**src/rtl/load_store_unit.sv**
```systemverilog
// Load/store unit: maps byte/half/word accesses onto a word-organised RAM,
// splitting word-crossing accesses into two sequential transactions when enabled.
module load_store_unit #(
    parameter int ADDR_W      = 32,
    parameter bit ALLOW_SPLIT = 1'b1
) (
    input  logic              clk,
    input  logic              rst,
    input  logic              req_valid,
    output logic              req_ready,
    input  logic              req_we,
    input  logic [2:0]        req_funct3,
    input  logic [ADDR_W-1:0] req_addr,
    input  logic [31:0]       req_wdata,
    output logic              rsp_valid,
    output logic [31:0]       rsp_rdata,
    output logic              rsp_fault,
    output logic              mem_req,
    output logic              mem_we,
    output logic [ADDR_W-3:0] mem_addr,
    output logic [3:0]        mem_be,
    output logic [31:0]       mem_wdata,
    input  logic [31:0]       mem_rdata,
    input  logic              mem_rvalid
);

    typedef enum logic [2:0] {
        S_IDLE,
        S_ISSUE0,
        S_WAIT0,
        S_ISSUE1,
        S_WAIT1,
        S_RESP
    } state_t;

    localparam logic [ADDR_W-3:0] WA_ONE = {{(ADDR_W-3){1'b0}}, 1'b1};

    state_t              r_state;
    state_t              w_next;
    logic                r_we;
    logic [2:0]          r_f3;
    logic [ADDR_W-1:0]   r_addr;
    logic [31:0]         r_wdata;
    logic                r_fault;
    logic [31:0]         r_word0;
    logic [31:0]         r_word1;

    logic                r_mem_req;
    logic                r_mem_we;
    logic [ADDR_W-3:0]   r_mem_addr;
    logic [3:0]          r_mem_be;
    logic [31:0]         r_mem_wdata;

    logic                w_idle;
    logic                w_accept;
    logic                w_we;
    logic [2:0]          w_f3;
    logic [ADDR_W-1:0]   w_addr;
    logic [31:0]         w_wdata;
    logic [1:0]          w_off;
    logic [2:0]          w_size;
    logic [3:0]          w_mask;
    logic                w_illegal;
    logic                w_cross;
    logic                w_fault;
    logic [7:0]          w_be64;
    logic [63:0]         w_wd64;
    logic [ADDR_W-3:0]   w_waddr0;
    logic [ADDR_W-3:0]   w_waddr1;

    logic                w_mreq;
    logic                w_mwe;
    logic [ADDR_W-3:0]   w_maddr;
    logic [3:0]          w_mbe;
    logic [31:0]         w_mwd;

    logic [31:0]         w_aligned;
    logic [31:0]         w_ext;

    // Geometry is computed from the live request in IDLE so the first
    // transaction can be registered on the accept edge; afterwards from the latch.
    assign w_idle   = (r_state == S_IDLE);
    assign w_accept = w_idle & req_valid;
    assign w_we     = w_idle ? req_we     : r_we;
    assign w_f3     = w_idle ? req_funct3 : r_f3;
    assign w_addr   = w_idle ? req_addr   : r_addr;
    assign w_wdata  = w_idle ? req_wdata  : r_wdata;
    assign w_off    = w_addr[1:0];

    always_comb begin
        w_illegal = 1'b0;
        w_size    = 3'd4;
        w_mask    = 4'b1111;
        case (w_f3)
            3'b000: begin w_size = 3'd1; w_mask = 4'b0001; end
            3'b001: begin w_size = 3'd2; w_mask = 4'b0011; end
            3'b010: begin w_size = 3'd4; w_mask = 4'b1111; end
            3'b100: begin w_size = 3'd1; w_mask = 4'b0001; w_illegal = w_we; end
            3'b101: begin w_size = 3'd2; w_mask = 4'b0011; w_illegal = w_we; end
            default: w_illegal = 1'b1;
        endcase
    end

    assign w_cross  = (({1'b0, w_off} + w_size) > 3'd4);
    assign w_fault  = w_illegal | (w_cross & ~ALLOW_SPLIT);
    assign w_be64   = {4'b0000, w_mask} << w_off;
    assign w_wd64   = {32'h0, w_wdata} << {w_off, 3'b000};
    assign w_waddr0 = w_addr[ADDR_W-1:2];
    assign w_waddr1 = w_waddr0 + WA_ONE;

    always_comb begin
        w_next  = r_state;
        w_mreq  = 1'b0;
        w_mwe   = 1'b0;
        w_maddr = '0;
        w_mbe   = '0;
        w_mwd   = '0;
        case (r_state)
            S_IDLE: begin
                if (req_valid) begin
                    if (w_fault) begin
                        w_next = S_RESP;
                    end else begin
                        w_next  = S_ISSUE0;
                        w_mreq  = 1'b1;
                        w_mwe   = w_we;
                        w_maddr = w_waddr0;
                        w_mbe   = w_be64[3:0];
                        w_mwd   = w_we ? w_wd64[31:0] : '0;
                    end
                end
            end
            S_ISSUE0, S_WAIT0: begin
                if ((r_state == S_ISSUE0 && w_we) || (r_state == S_WAIT0 && mem_rvalid)) begin
                    if (w_cross) begin
                        w_next  = S_ISSUE1;
                        w_mreq  = 1'b1;
                        w_mwe   = w_we;
                        w_maddr = w_waddr1;
                        w_mbe   = w_be64[7:4];
                        w_mwd   = w_we ? w_wd64[63:32] : '0;
                    end else begin
                        w_next = S_RESP;
                    end
                end else if (r_state == S_ISSUE0) begin
                    w_next = S_WAIT0;
                end
            end
            S_ISSUE1: w_next = w_we ? S_RESP : S_WAIT1;
            S_WAIT1: begin
                if (mem_rvalid) begin
                    w_next = S_RESP;
                end
            end
            S_RESP:  w_next = S_IDLE;
            default: w_next = S_IDLE;
        endcase
    end

    always_ff @(posedge clk or posedge rst) begin
        if (rst) begin
            r_state     <= S_IDLE;
            r_we        <= 1'b0;
            r_f3        <= '0;
            r_addr      <= '0;
            r_wdata     <= '0;
            r_fault     <= 1'b0;
            r_word0     <= '0;
            r_word1     <= '0;
            r_mem_req   <= 1'b0;
            r_mem_we    <= 1'b0;
            r_mem_addr  <= '0;
            r_mem_be    <= '0;
            r_mem_wdata <= '0;
        end else begin
            r_state     <= w_next;
            r_mem_req   <= w_mreq;
            r_mem_we    <= w_mwe;
            r_mem_addr  <= w_maddr;
            r_mem_be    <= w_mbe;
            r_mem_wdata <= w_mwd;
            if (w_accept) begin
                r_we    <= req_we;
                r_f3    <= req_funct3;
                r_addr  <= req_addr;
                r_wdata <= req_wdata;
                r_fault <= w_fault;
                r_word0 <= '0;
                r_word1 <= '0;
            end
            if (r_state == S_WAIT0 && mem_rvalid) begin
                r_word0 <= mem_rdata;
            end
            if (r_state == S_WAIT1 && mem_rvalid) begin
                r_word1 <= mem_rdata;
            end
        end
    end

    assign w_aligned = 32'({r_word1, r_word0} >> {r_addr[1:0], 3'b000});

    always_comb begin
        case (r_f3)
            3'b000:  w_ext = {{24{w_aligned[7]}}, w_aligned[7:0]};
            3'b001:  w_ext = {{16{w_aligned[15]}}, w_aligned[15:0]};
            3'b100:  w_ext = {24'h0, w_aligned[7:0]};
            3'b101:  w_ext = {16'h0, w_aligned[15:0]};
            default: w_ext = w_aligned;
        endcase
    end

    assign req_ready = w_idle;
    assign rsp_valid = (r_state == S_RESP);
    assign rsp_fault = (r_state == S_RESP) & r_fault;
    assign rsp_rdata = ((r_state == S_RESP) && !r_we && !r_fault) ? w_ext : '0;

    assign mem_req   = r_mem_req;
    assign mem_we    = r_mem_we;
    assign mem_addr  = r_mem_addr;
    assign mem_be    = r_mem_be;
    assign mem_wdata = r_mem_wdata;

endmodule

```
**config.mk**
```make
export PLATFORM = sky130hd
export DESIGN_NAME = load_store_unit
export DESIGN_NICKNAME = d
export VERILOG_FILES = /design/src/rtl/load_store_unit.sv
export SDC_FILE = /design/constraint.sdc
export NUM_CORES = 1
export LEC_CHECK = 0
export BUFFER_PORTS_ARGS = -buffer_cell sky130_fd_sc_hd__buf_2
export CELL_PAD_IN_SITES_DETAIL_PLACEMENT = 1
export CELL_PAD_IN_SITES_GLOBAL_PLACEMENT = 1
export CORE_UTILIZATION = 39
export CTS_CLUSTER_DIAMETER = 200
export DETAILED_ROUTE_END_ITERATION = 8
export GPL_ROUTABILITY_DRIVEN = 0
export GPL_TIMING_DRIVEN = 0
export HOLD_SLACK_MARGIN = 0.06
export PLACE_DENSITY_LB_ADDON = 0.1
export RECOVER_POWER = 100
export REMOVE_ABC_BUFFERS = 1
export SKIP_CTS_REPAIR_TIMING = 1
export SYNTH_ARGS = -nofsm -noshare
export SYNTH_HDL_FRONTEND = slang
export SYNTH_SLANG_ARGS = --single-unit
```
**constraint.sdc**
```tcl
create_clock -name clk -period 5.65 [get_ports clk]
set_clock_uncertainty 0.2 [all_clocks]
set_input_delay 0.2825 -clock clk [delete_from_list [all_inputs] [get_ports clk]]
set_output_delay 0.2825 -clock clk [all_outputs]
set_load 0.005 [all_outputs]
```
==> flow_summary.json <==
{
  "io_buffers": 206,
  "wire_per_inst_um": 20.07,
  "async_flop_share_pct": 100.0,
  "finalCritPeriodShare_pct": 93.61,
  "maxCapViolations": 4,
  "final_util_pct": 50.08,
  "antenna_found_initial": 1,
  "setup_violations": 0,
  "syn_area_um2": 10980,
  "power.total_mw": 6.653,
  "ios": 207,
  "drive_gt1_share_pct": 17.17,
  "via_per_inst": 5.627,
  "netlist_instances": 1172,
  "crit_type": "flop to flop",
  "ant_nets": 0,
  "crit_chain": "or3_4, inv_4, buf_12, mux2i_2, clkinv_1, ha_1, fa_1, nor2_1, a211o_1, or3_2, o311ai_0, o21a_1",
  "yosysSeqAreaShare_pct": 44.69,
  "critPathBufInv": 3,
  "dieHeight_um": 169.8,
  "postRouteWirelength_um": 36340,
  "grt_first_pass_wirelength_um": 55280,
  "ys_warn_count": 0,
  "area_growth_pct": 26.42,
  "failed_checks": "capacitance limit, slew limit",
  "power_leakage_nw": 6.406,
  "cts_made_buffers": 17,
  "grt_pass1_vias": 10110,
  "status": "finished with violations",
  "hold_path.class": "primary input to flop",
  "drt-pass1-iter-count": 5,
  "startpoint_type": "flop",
  "rsz0062_at_grt": "false",
  "clock_sinks": 196,
  "nets": 1527,
  "clockBufferDepth": 2,
  "drv_slew": 287,
  "cp_max_fo": 40,
  "syn_avg_cell_area_um2": 9.365,
  "worstPathRequired_ns": 5.81,
  "htree_levels": 4,
  "cts_root_buffer": "clkbuf_16",
  "worst_pin_slew_ns": 2.629,
  "clk_latency_ns": 0.44,
  "core_area_um2": 27710,
  "dp.final_hpwl_um": 22750,
  "ys.flop_type": "dfrtp_1",
  "cp.arrival_ns": 5.45,
  "end_kind": "flop",
  "drc": 0,
  "grt.total_usage_pct": 24.51,
  "num_antenna_cells": 0,
  "cts_tree": "done",
  "fmax_mhz": 189.1,
  "synthDistinctLibCells": 63,
  "vias": 10190,
  "irDropWorstVdd_mv": 0.2778,
  "grt_start_max_net_pins": 116,
  "cpPeakStageDelay_ns": 0.76,
  "die_w_um": 169.8,
  "grt_overflow": 0,
  "synth_edf_count": 0,
  "crit_path_top_delay_cell": "or3_2",
  "power_density_nw_per_um2": 479.5,
  "dieArea_um2": 28820,
  "ys_seq_elements": 196,
  "max_slew_margin_pct": -75.89,
  "row_count": 61,
  "final_common_cell": "nand2_1",
  "start_util_pct": 39.62,
  "crit_family": "simple AND/OR/NAND/NOR gates",
  "cts.clk_slew.worst_paths_ns": 0.07,
  "period_minus_slack_ns": 5.289,
  "final_cell_mix": "nand2_1 (304), dfrtp_1 (192), buf_2 (131)",
  "initialDrtViolationCount": 545,
  "hold_viol": 0
}
[metrics by stage]
stage               hold WS [ns]  instances  instance area (um^2)  worst slack [ns]  TNS (ns)
finish                    0.1782       1811                 13880            0.3610         0
global placement          0.2628       1667                 12140            -5.277  -1378.60
global route              0.2225       1811                 13880            0.1131         0
floorplan                 0.1879       1083                 10630            -1.692   -174.76
detailed placement        0.2769       1675                 12390           -0.9854    -24.80
CTS                      -0.1732       1707                 12980           -0.9929    -25.40
[kinds of logic (layout without fill, tap and decap cells)]
family | after synthesis | in the layout | synth area share (%)
compound gates | 262 | 262 | 16.51
xor+xnor | 13 | 13 | 1.037
fa+ha+maj | 3 | 3 | 0.4104
buf+inv | 113 | 372 | 3.944
flops | 196 | 196 | 44.69
mux | 122 | 122 | 14.80
simple gates | 463 | 465 | 18.62
[cells in the mapped netlist (4+ instances only)]
master / count / area (um^2)
a31oi_1: 6 / 37.54
mux2i_1: 79 / 790.8
nor4_1: 11 / 68.82
nor3_1: 15 / 75.07
o31a_1: 4 / 35.03
nor2b_1: 29 / 181.4
o32ai_1: 18 / 157.7
buf_2: 7 / 35.03
nor2_1: 40 / 150.1
dfrtp_1: 196 / 4905
o22ai_1: 32 / 200.2
nand4_1: 14 / 87.58
or2_2: 4 / 25.02
a21oi_1: 52 / 260.3
a211oi_1: 21 / 157.7
a2bb2oi_1: 16 / 140.1
xnor2_1: 10 / 87.58
mux4_2: 31 / 698.2
a21o_1: 5 / 37.54
clkbuf_1: 72 / 270.3
nand3_1: 9 / 45.04
or3_1: 10 / 62.56
inv_1: 22 / 82.58
buf_1: 10 / 37.54
o21ai_0: 38 / 190.2
a22o_1: 34 / 297.8
o21a_1: 7 / 52.55
mux2_2: 12 / 135.1
and3_1: 10 / 62.56
nand2_1: 304 / 1141
[registers in the layout, indices dropped and copies added (netlist names)]
name       cells
mem_addr      30
mem_be         4
mem_req        1
mem_wdata     32
mem_we         1
r_addr        32
r_f3           3
r_fault        1
r_state        3
r_wdata       32
r_we           1
r_word0       32
r_word1       24
[tightest hold or removal path, delay by kind of cell]
family / cells / cell delay, ns
AOI/OAI and AO/OA: 2 / 0.21
and+or+nand+nor: 1 / 0.17
buffers and inverters: 1 / 0.10
[final cells by class]
class / instances / area [um^2]
Clock buffer: 20 / 456.7
Clock inverter: 12 / 132.6
Fill cell: 3199 / 13830
Inverter: 24 / 96.34
Multi-Input combinational cell: 865 / 5710
Sequential cell: 196 / 4910
Tap cell: 378 / 473.0
Timing Repair Buffer: 316 / 2097
[layer usage]
layer | wire (um) | track usage, % | vias up
li1 | - | - | 4696
met1 | 16400 | 32.43 | 5210
met2 | 17840 | 41.48 | 226
met3 | 1151 | 3.008 | 57
met4 | 933 | 8.186 | 2
met5 | 13 | 0 | -
[power breakdown]
| part | total (mW) | leakage, nW | switching, mW | internal, mW |
|---|---|---|---|---|
| registers | 2.30 | 2.59 | 0.489 | 1.81 |
| clock network | 1.26 | 0.288 | 0.605 | 0.651 |
| logic | 3.10 | 3.53 | 1.75 | 1.35 |
[path summary, 6_finish.rpt]
kind                                        start                endpoint  slack, ns  depth (start not counted)
setup / recovery           r_state[0]$_DFFE_PP0P_  mem_addr[18]$_DFF_PP0_       0.36                         12
hold / removal                          req_valid  r_state[0]$_DFFE_PP0P_       0.18                          4
setup reg to reg           r_state[0]$_DFFE_PP0P_  mem_addr[18]$_DFF_PP0_       0.36                         12
hold reg to reg            r_addr[31]$_DFFE_PP0P_  r_addr[31]$_DFFE_PP0P_       0.30                          2
max in group asynchronous                     rst   r_addr[1]$_DFFE_PP0P_       1.13                          4
min in group asynchronous                     rst   mem_addr[2]$_DFF_PP0_       0.95                          3
(Power assumes the default switching activity.)
